**config.mk**
```make
export PLATFORM = sky130hd
export DESIGN_NAME = seq_divider
export DESIGN_NICKNAME = d
export VERILOG_FILES = /design/src/rtl/alu_pkg.sv /design/src/rtl/cla_addsub.sv /design/src/rtl/div_step.sv /design/src/rtl/seq_divider.sv
export SDC_FILE = /design/constraint.sdc
export NUM_CORES = 1
export LEC_CHECK = 0
export ABC_AREA = 1
export CAP_MARGIN = 20
export CORE_ASPECT_RATIO = 1.25
export CORE_MARGIN = 8
export CORE_UTILIZATION = 50
export DETAILED_ROUTE_END_ITERATION = 16
export PLACE_DENSITY = 0.8
export REMOVE_ABC_BUFFERS = 1
export SYNTH_ARGS = -nofsm -noshare
export SYNTH_HDL_FRONTEND = slang
export SYNTH_SLANG_ARGS = --single-unit
```
**constraint.sdc**
```tcl
create_clock -name clk -period 15.9 [get_ports clk]
set_input_delay 3.18 -clock clk [delete_from_list [all_inputs] [get_ports clk]]
set_output_delay 3.18 -clock clk [all_outputs]
set_load 0.05 [all_outputs]
```
**src/rtl/alu_pkg.sv**
```systemverilog
// Shared definitions for the extended ALU path: divider state encoding,
// operand width and the divide-by-zero quotient.
package alu_pkg;

  localparam int DIV_WIDTH = 16;

  typedef enum logic [1:0] {
    DIV_IDLE = 2'd0,
    DIV_CALC = 2'd1,
    DIV_FIN  = 2'd2
  } div_state_t;

  localparam logic [DIV_WIDTH-1:0] DIV_Z_QUOT = '1;

endpackage

```
**src/rtl/cla_addsub.sv**
```systemverilog
// Adder/subtractor built from generate/propagate terms. In subtract mode
// b is inverted and the carry-in is 1, so cout=1 means "no borrow".
module cla_addsub #(
  parameter int N = 17
) (
  input  logic [N-1:0] a,
  input  logic [N-1:0] b,
  input  logic         sub,
  output logic [N-1:0] sum,
  output logic         cout
);

  logic [N-1:0] bx;
  logic [N-1:0] g;
  logic [N-1:0] p;

  assign bx = b ^ {N{sub}};
  assign g  = a & bx;
  assign p  = a ^ bx;

  // Carry chain from generate/propagate; sum bit uses the carry into that bit.
  always_comb begin
    logic carry;
    sum   = '0;
    carry = sub;
    for (int i = 0; i < N; i++) begin
      sum[i] = p[i] ^ carry;
      carry  = g[i] | (p[i] & carry);
    end
    cout = carry;
  end

endmodule

```
**src/rtl/div_step.sv**
```systemverilog
// One restoring-division iteration: shift {rem, q} left, trial-subtract the
// divisor magnitude, keep the difference and set the quotient bit when it
// did not borrow.
module div_step #(
  parameter int W = 16
) (
  input  logic [W-1:0] rem,
  input  logic [W-1:0] q,
  input  logic [W-1:0] dvs,
  output logic [W-1:0] rem_next,
  output logic [W-1:0] q_next
);

  logic [W:0] shifted;
  logic [W:0] trial;
  logic       no_borrow;
  logic       unused_trial_msb;

  assign shifted = {rem, q[W-1]};

  cla_addsub #(.N(W + 1)) u_sub (
    .a    (shifted),
    .b    ({1'b0, dvs}),
    .sub  (1'b1),
    .sum  (trial),
    .cout (no_borrow)
  );

  // Remainder always stays below the divisor, so the top trial bit is zero
  // whenever it is kept.
  assign unused_trial_msb = trial[W];
  assign rem_next = no_borrow ? trial[W-1:0] : shifted[W-1:0];
  assign q_next   = {q[W-2:0], no_borrow};

endmodule

```
**src/rtl/seq_divider.sv**
```systemverilog
// Multi-cycle restoring divider, one quotient bit per clock, with signed
// (truncating) and unsigned modes, divide-by-zero and overflow flags.
//
// state    | meaning
// DIV_IDLE | waiting for start; results hold
// DIV_CALC | one restoring iteration per clock, WIDTH iterations
// DIV_FIN  | sign fix-up, results and flags registered, done pulsed
module seq_divider
  import alu_pkg::*;
#(
  parameter int WIDTH = DIV_WIDTH
) (
  input  logic             clk,
  input  logic             rst_n,
  input  logic             start,
  input  logic             is_signed,
  input  logic [WIDTH-1:0] dividend,
  input  logic [WIDTH-1:0] divisor,
  output logic             busy,
  output logic             done,
  output logic [WIDTH-1:0] quotient,
  output logic [WIDTH-1:0] remainder,
  output logic             div_zero,
  output logic             ovfl
);

  localparam int CNT_W = $clog2(WIDTH);
  localparam logic [WIDTH-1:0] ONE = 1;
  localparam logic [WIDTH-1:0] MIN_NEG = {1'b1, {(WIDTH-1){1'b0}}};

  div_state_t       state;
  logic [CNT_W-1:0] cnt;
  logic [WIDTH-1:0] rem_r, q_r, dvs_abs, dvd_l, dvs_l;
  logic             sgn_l;

  logic [WIDTH-1:0] rem_nx, q_nx;
  logic [WIDTH-1:0] dvd_abs_in, dvs_abs_in;
  logic [WIDTH-1:0] q_fix, rem_fix;
  logic             neg_q, neg_r;

  div_step #(.W(WIDTH)) u_step (
    .rem      (rem_r),
    .q        (q_r),
    .dvs      (dvs_abs),
    .rem_next (rem_nx),
    .q_next   (q_nx)
  );

  // Magnitudes are taken only for signed operands with the sign bit set;
  // -2^(WIDTH-1) maps onto itself, which is its correct unsigned magnitude.
  assign dvd_abs_in = (is_signed && dividend[WIDTH-1]) ? (~dividend + ONE) : dividend;
  assign dvs_abs_in = (is_signed && divisor[WIDTH-1])  ? (~divisor + ONE)  : divisor;

  assign neg_q   = sgn_l & (dvd_l[WIDTH-1] ^ dvs_l[WIDTH-1]);
  assign neg_r   = sgn_l & dvd_l[WIDTH-1];
  assign q_fix   = neg_q ? (~q_r + ONE) : q_r;
  assign rem_fix = (neg_r && rem_r != '0) ? (~rem_r + ONE) : rem_r;

  // Control FSM, iteration datapath and registered results.
  always_ff @(posedge clk or negedge rst_n) begin
    if (!rst_n) begin
      state     <= DIV_IDLE;
      cnt       <= '0;
      rem_r     <= '0;
      q_r       <= '0;
      dvs_abs   <= '0;
      dvd_l     <= '0;
      dvs_l     <= '0;
      sgn_l     <= 1'b0;
      busy      <= 1'b0;
      done      <= 1'b0;
      quotient  <= '0;
      remainder <= '0;
      div_zero  <= 1'b0;
      ovfl      <= 1'b0;
    end else begin
      case (state)
        DIV_IDLE: begin
          done <= 1'b0;
          if (start) begin
            busy     <= 1'b1;
            div_zero <= 1'b0;
            ovfl     <= 1'b0;
            sgn_l    <= is_signed;
            dvd_l    <= dividend;
            dvs_l    <= divisor;
            rem_r    <= '0;
            q_r      <= dvd_abs_in;
            dvs_abs  <= dvs_abs_in;
            cnt      <= CNT_W'(WIDTH - 1);
            state    <= (divisor == '0) ? DIV_FIN : DIV_CALC;
          end
        end
        DIV_CALC: begin
          rem_r <= rem_nx;
          q_r   <= q_nx;
          if (cnt == '0) state <= DIV_FIN;
          else           cnt   <= cnt - 1'b1;
        end
        DIV_FIN: begin
          busy  <= 1'b0;
          done  <= 1'b1;
          state <= DIV_IDLE;
          if (dvs_l == '0) begin
            quotient  <= DIV_Z_QUOT;
            remainder <= dvd_l;
            div_zero  <= 1'b1;
          end else begin
            quotient  <= q_fix;
            remainder <= rem_fix;
            ovfl      <= sgn_l && (dvd_l == MIN_NEG) && (dvs_l == '1);
          end
        end
        default: state <= DIV_IDLE;
      endcase
    end
  end

endmodule

```
==> results of run 1 <==
==> cells in the final DEF (no fill, tap or decap), types with 2 or more instances in the layout <==
cell type,instances
clkinv_2,6
clkdlybuf4s50_1,70
dfrtp_1,122
xor2_1,13
nor2_1,118
nand2_1,233
or2_2,7
o21a_1,2
clkbuf_16,17
inv_2,5
buf_4,3
clkbuf_8,2
bufinv_16,3
o21ai_1,6
o21bai_1,4
a31oi_1,3
nand3_1,94
ha_1,6
nor2_4,2
nand3b_1,7
nand4_1,19
o21ai_0,65
o22ai_1,13
a21oi_1,11
nor2_2,2
o211ai_1,7
clkbuf_1,4
clkinv_1,3
o221ai_1,6
inv_1,109
a22oi_1,24
fa_1,15
nor3_1,5
==> power by group through the flow <==
stage	Sequential, mW	Clock, mW	Combinational, mW
6_report	0.597	0.388	0.929
5_1_grt	0.619	0.407	1.05
4_1_cts	0.595	0.393	0.929
3_5_place_dp	0.598	0	0.917
3_3_place_gp	0.595	0	0.897
2_1_floorplan	0.705	0	0.540
==> per-stage QoR <==
step | area [um^2] | utilization | setup WS [ns]
final | 8500 | 0.600 | 8.45
after global routing | 8500 | 0.600 | 8.11
after CTS | 8500 | 0.600 | 8.51
after detailed placement | 7910 | 0.559 | 8.57
after global placement | 7910 | 0.559 | 8.64
after floorplan | 6970 | - | 9.14
==> synth_stat cells, drive strengths merged <==
cell type    n
inv        115
clkinv       3
a31oi        3
nand2      235
or2          7
nand3b       7
buf         24
nand4       19
ha           6
clkbuf       6
o211ai       7
nand3       95
nor3         6
o221ai       6
dfrtp      122
o21bai       4
or3          1
nor3b        1
o22ai       13
o22a         1
nor2       122
xor2        13
fa          15
o31ai        1
o21a         2
a21oi       11
a22oi       24
o21ai       71
==> worst max-delay path, delay by kind of cell (launching register included) <==
kind,cells,cell delay [ns]
flip-flops,1,0.40
buffers and inverters,6,0.80
AO/OA/AOI/OAI,1,0.08
AND/OR/NAND/NOR,3,0.49
adder cells (fa/ha/maj),16,5.55
==> flip-flops by register name, summed over array words and instances, names as in the netlist <==
name and cells:
busy 1, cnt 4, div_zero 1, done 1
dvd_l 16, dvs_abs 16, dvs_l 15, ovfl 1
q_r 16, quotient 16, rem_r 16, remainder 16
sgn_l 1, state 2
==> cell families after synthesis <==
group | Yosys count
simple gates | 493
compound gates | 143
buf+inv | 148
flops | 122
fa+ha+maj | 21
xor+xnor | 13
==> worst max path at each step <==
stage,endpoint,from
6_report,rem_r[15],q_r[15]
5_1_grt,rem_r[15],q_r[15]
3_3_place_gp,rem_r[2],q_r[15]
3_5_place_dp,rem_r[15],q_r[15]
4_1_cts,rem_r[15],q_r[15]
2_1_floorplan,rem_r[2],q_r[15]
==> routing by layer <==
metal / global-route usage / vias up
li1: - / 3197
met1: 0.245 / 3117
met2: 0.366 / 235
met3: 0.0461 / 47
met4: 0.105 / 0
met5: 0 / -
==> cell type report <==
class	count	area [um^2]	area share
Sequential cell	122	3050	0.359
Inverter	118	445	0.0524
Tap cell	178	223	0.0262
Timing Repair Buffer	73	723	0.0851
Clock inverter	9	120	0.0141
Clock buffer	23	468	0.0551
Multi-Input combinational cell	670	3470	0.408
==> impl_metrics.env, run 1 <==
export IMPL_status="finished, final reports clean"
export IMPL_clkTransAtPathRegs_ns=0.06
export IMPL_rrSetupSlack_ns=8.45
export IMPL_cts_tree="yes"
export IMPL_cts_made_buffers=17
export IMPL_syn_area_um2=7140
export IMPL_whs_ns=0.474
export IMPL_track_usage=0.213
export IMPL_grt_max_degree=76
export IMPL_netlist_area_leader_share=0.428
export IMPL_synth_avg_cell_area_um2=7.60
export IMPL_ys_ff_latch=122
export IMPL_crit_path_start_kind="flip-flop"
export IMPL_clkPwrFrac=0.203
export IMPL_antenna_cells=0
export IMPL_cap_violations=0
export IMPL_synth_top_family_by_area="simple AND/OR/NAND/NOR gates"
export IMPL_p_comb_frac=0.485
export IMPL_peakVddDrop_mv=0.119
export IMPL_rsz0062_at_grt="no"
export IMPL_clock_tree_root_cell="clkbuf_16"
export IMPL_report_final_slew_viol_count=0
export IMPL_post_cts_buffers=0
export IMPL_slowest_delay_ns=0.40
export IMPL_hold_buffers=0
export IMPL_r2r_end="rem_r[15]"
export IMPL_skew_ns=0.0117
export IMPL_power_switching_uw=863
export IMPL_die_width_um=123
export IMPL_remaining_drc_errors=0
export IMPL_portBuffers=71
export IMPL_synth_compound_area_share=0.120
export IMPL_ys_top_cells_by_area="dfrtp_1 (43%), nand2_1 (12%), nand3_1 (6.6%)"
export IMPL_yosys_warnings=0
export IMPL_p_seq_frac=0.312
export IMPL_dpl_hpwl_um=13300
export IMPL_cts_htree_levels=4
export IMPL_dp_cells=1161
export IMPL_finalNetCount=1059
export IMPL_hp_class="flip-flop to flip-flop"
export IMPL_synthAdderAreaFrac=0.0526
export IMPL_arrival_ns=7.74
export IMPL_power_density_nw_per_um2=225
export IMPL_min_to="busy"
export IMPL_r2r_start="q_r[15]"
export IMPL_die_area_um2=18400
export IMPL_antenna_found_initial=0
export IMPL_synthToLayoutAreaGrowth_pct=19.1
export IMPL_die_h_um=150
export IMPL_required_ns=16.20
export IMPL_hp_start="busy"
export IMPL_wl_per_cell_um=15.4
export IMPL_fp_coreArea_um2=14200
export IMPL_drt_iter0_drc=570
export IMPL_finalHoldViolations=0
export IMPL_period_share=0.468
export IMPL_syn_inst=940
export IMPL_gp_congestion=0.905
export IMPL_clock_path_buffers=2
export IMPL_critPathKind="flip-flop to flip-flop"
export IMPL_hold_depth=2
export IMPL_min_period_ns=7.45
export IMPL_initial_core_util=0.504
export IMPL_synth_xor_area_frac=0.0159
export IMPL_ant_nets=0
export IMPL_synth_simple_area_share=0.297
export IMPL_tightest_slew_ns=0.957
export IMPL_wl_met2_um=9390
export IMPL_grt_pass1_vias=6480
export IMPL_setup_violations=0
export IMPL_design_power_total_mw=1.91
export IMPL_grt_pass1_wl_um=31100
export IMPL_fmax_mhz=134
export IMPL_synthMuxAreaShare=0
export IMPL_vias_per_cell=5.53
export IMPL_met1_length_um=7290
export IMPL_drive_above_1_share=0.0512
export IMPL_synth_area_leader_cell="dfrtp_1"
export IMPL_p_sw_frac=0.451
export IMPL_cts_sinks=122
export IMPL_cts_resized=0
export IMPL_rows=49
export IMPL_clk_latency_ns=0.42
export IMPL_crit_top_cell="fa_1"
export IMPL_cp_max_fo=17
export IMPL_slowest_stage="dfrtp_1"
export IMPL_n_fill_cell=1264
export IMPL_yosysSeqAreaShare=0.428
export IMPL_max_slew_margin_rel=0.362
export IMPL_end_kind="flip-flop"
export IMPL_num_io_pins=72
export IMPL_leakagePower_nw=3.97
export IMPL_dr_pass1_iters=6
export IMPL_grt_overflow=0
export IMPL_dr_total_vias=6596
export IMPL_fin_tns_setup_ns=0
export IMPL_r2r_cells=26
export IMPL_highest_signal_layer="met4"
export IMPL_fin_cells=1193
export IMPL_finalWirelength_um=18400
export IMPL_met3_wirelength_um=1050
export IMPL_p_int_mw=1.05
export IMPL_ys_types=39
Note: power is estimated with default switching activity, not from simulation.
==> inputs of run 2 (changes only) <==
PLACE_DENSITY = 0.83   (was 0.8)
clock period = 6.55 ns   (was 15.9 ns; I/O delays follow)
==> run 2 against run 1 <==
Net effect:
- routed wire length grew 2.7%
- largest power group unchanged
- sequential share of layout area is 1.1 points lower
- sequential power increased by 150%
- final cell count increased by 0.92%
- final area is 3.2% higher
- worst setup slack lost 8.3 ns
- critical endpoint is now rem_r[1]
- highest routed layer unchanged
==> impl_metrics.env, run 2 (same netlist as run 1, synthesis figures left out) <==
export IMPL_n_fill_cell=1221
export IMPL_min_period_ns=6.36
export IMPL_hp_class="flip-flop to flip-flop"
export IMPL_cts_sinks=122
export IMPL_remaining_drc_errors=0
export IMPL_critPathKind="flip-flop to flip-flop"
export IMPL_finalNetCount=1070
export IMPL_arrival_ns=6.70
export IMPL_slowest_delay_ns=0.39
export IMPL_gp_congestion=0.894
export IMPL_clock_tree_root_cell="clkbuf_16"
export IMPL_design_power_total_mw=4.95
export IMPL_slowest_stage="dfrtp_1"
export IMPL_clkTransAtPathRegs_ns=0.05
export IMPL_finalHoldViolations=0
export IMPL_grt_pass1_vias=6422
export IMPL_required_ns=6.88
export IMPL_crit_path_start_kind="flip-flop"
export IMPL_min_to="busy"
export IMPL_die_width_um=123
export IMPL_die_h_um=150
export IMPL_drt_iter0_drc=575
export IMPL_clock_path_buffers=2
export IMPL_dpl_hpwl_um=13800
export IMPL_leakagePower_nw=4.05
export IMPL_ant_nets=0
export IMPL_synthToLayoutAreaGrowth_pct=22.8
export IMPL_antenna_found_initial=0
export IMPL_portBuffers=71
export IMPL_dr_total_vias=6665
export IMPL_status="finished, final reports clean"
export IMPL_cts_htree_levels=4
export IMPL_rows=49
export IMPL_period_share=0.971
export IMPL_clk_latency_ns=0.43
export IMPL_mostFrequentLayoutCells="nand2_1 (232), dfrtp_1 (122), nor2_1 (118)"
export IMPL_grt_overflow=0
export IMPL_peakVddDrop_mv=0.307
export IMPL_end_kind="flip-flop"
export IMPL_report_final_slew_viol_count=0
export IMPL_post_route_util=0.619
export IMPL_finalWirelength_um=18900
export IMPL_power_density_nw_per_um2=565
export IMPL_final_common_cell="nand2_1"
export IMPL_fmax_mhz=157
export IMPL_vias_per_cell=5.54
export IMPL_wl_per_cell_um=15.7
export IMPL_hold_buffers=0
export IMPL_hp_start="busy"
export IMPL_antenna_cells=0
export IMPL_cp_max_fo=6
export IMPL_dp_cells=1169
export IMPL_cts_made_buffers=17
export IMPL_crit_top_cell="fa_2"
export IMPL_r2r_end="rem_r[1]"
export IMPL_die_area_um2=18400
export IMPL_setup_violations=0
export IMPL_r2r_start="q_r[15]"
export IMPL_fp_coreArea_um2=14200
export IMPL_tightest_slew_ns=0.883
export IMPL_hold_depth=2
export IMPL_rrSetupSlack_ns=0.19
export IMPL_fin_cells=1204
export IMPL_cts_tree="yes"
export IMPL_r2r_cells=26
export IMPL_max_slew_margin_rel=0.411
export IMPL_grt_pass1_wl_um=30900
export IMPL_skew_ns=0.00818
export IMPL_drive_above_1_share=0.0858
export IMPL_grt_max_degree=83
export IMPL_initial_core_util=0.504
export IMPL_track_usage=0.214
export IMPL_dr_pass1_iters=8
export IMPL_num_io_pins=72
export IMPL_cap_violations=0
==> run 2: changes by cell type in the layout (fill, tap and decap cells not counted), moves of 4 or more <==
cell | previous run | this run
clkinv_2 | 6 | 1
o21ai_0 | 65 | 57
o21ai_1 | 6 | 13
fa_2 | 0 | 14
fa_1 | 15 | 1
clkbuf_1 | 4 | 0
clkinvlp_4 | 0 | 4
buf_4 | 3 | 10
==> run 2: cell type report <==
cell class	count	area [um^2]	area share
Clock inverter	14	220	0.0251
Sequential cell	122	3050	0.348
Tap cell	178	223	0.0254
Multi-Input combinational cell	670	3530	0.402
Timing Repair Buffer	84	860	0.0980
Inverter	118	448	0.0511
Clock buffer	18	439	0.0501
==> run 2: worst max path at each step <==
stage	cells past startpoint	startpoint	end
2_1_floorplan	26	q_r[15]	rem_r[2]
3_3_place_gp	25	q_r[15]	rem_r[14]
3_5_place_dp	25	q_r[15]	rem_r[1]
4_1_cts	25	q_r[15]	rem_r[13]
5_1_grt	26	q_r[15]	rem_r[13]
6_report	26	q_r[15]	rem_r[1]
==> run 2: layer usage <==
| metal | up-vias | wire, um | GRT usage | share of wire |
|---|---|---|---|---|
| li1 | 3221 | - | - | - |
| met1 | 3149 | 7340 | 0.243 | 0.39 |
| met2 | 243 | 9740 | 0.366 | 0.52 |
| met3 | 52 | 1160 | 0.0502 | 0.061 |
| met4 | 0 | 677 | 0.106 | 0.036 |
| met5 | - | 0 | 0 | 0 |
==> run 2: what timing repair did <==
| item | CTS | global route |
|---|---|---|
| gates cloned | 0 | 1 |
| pin swaps | 0 | 2 |
| buffers inserted | 0 | 1 |
| setup endpoints to repair | 17 | 17 |
| resized for setup | 14 | 19 |
==> run 2: metrics by stage <==
step                setup TNS, ns  area (um^2)  hold WS [ns]  setup WS, ns
floorplan                   -2.98         6970         0.462        -0.213
CTS                             0         8670         0.480        0.0189
detailed placement          -5.55         7980         0.468        -0.384
global route             -0.00838         8770         0.499      -0.00438
finish                          0         8770         0.481         0.188
global placement            -3.02         7980         0.456        -0.196
==> run 2: where the power goes <==
part           total (mW)  switching (mW)  internal [mW]  leakage (nW)
registers            1.47           0.346           1.12          1.48
clock network        1.04           0.352          0.686         0.309
logic                2.45            1.52          0.930          2.26
==> run 2: worst max-delay path: cells and delay by family, from the launching register on <==
kind            cells  cell delay, ns
simple gates        2            0.11
compound gates      1            0.18
buf+inv             7            0.56
flops               1            0.39
fa+ha+maj          16            5.04
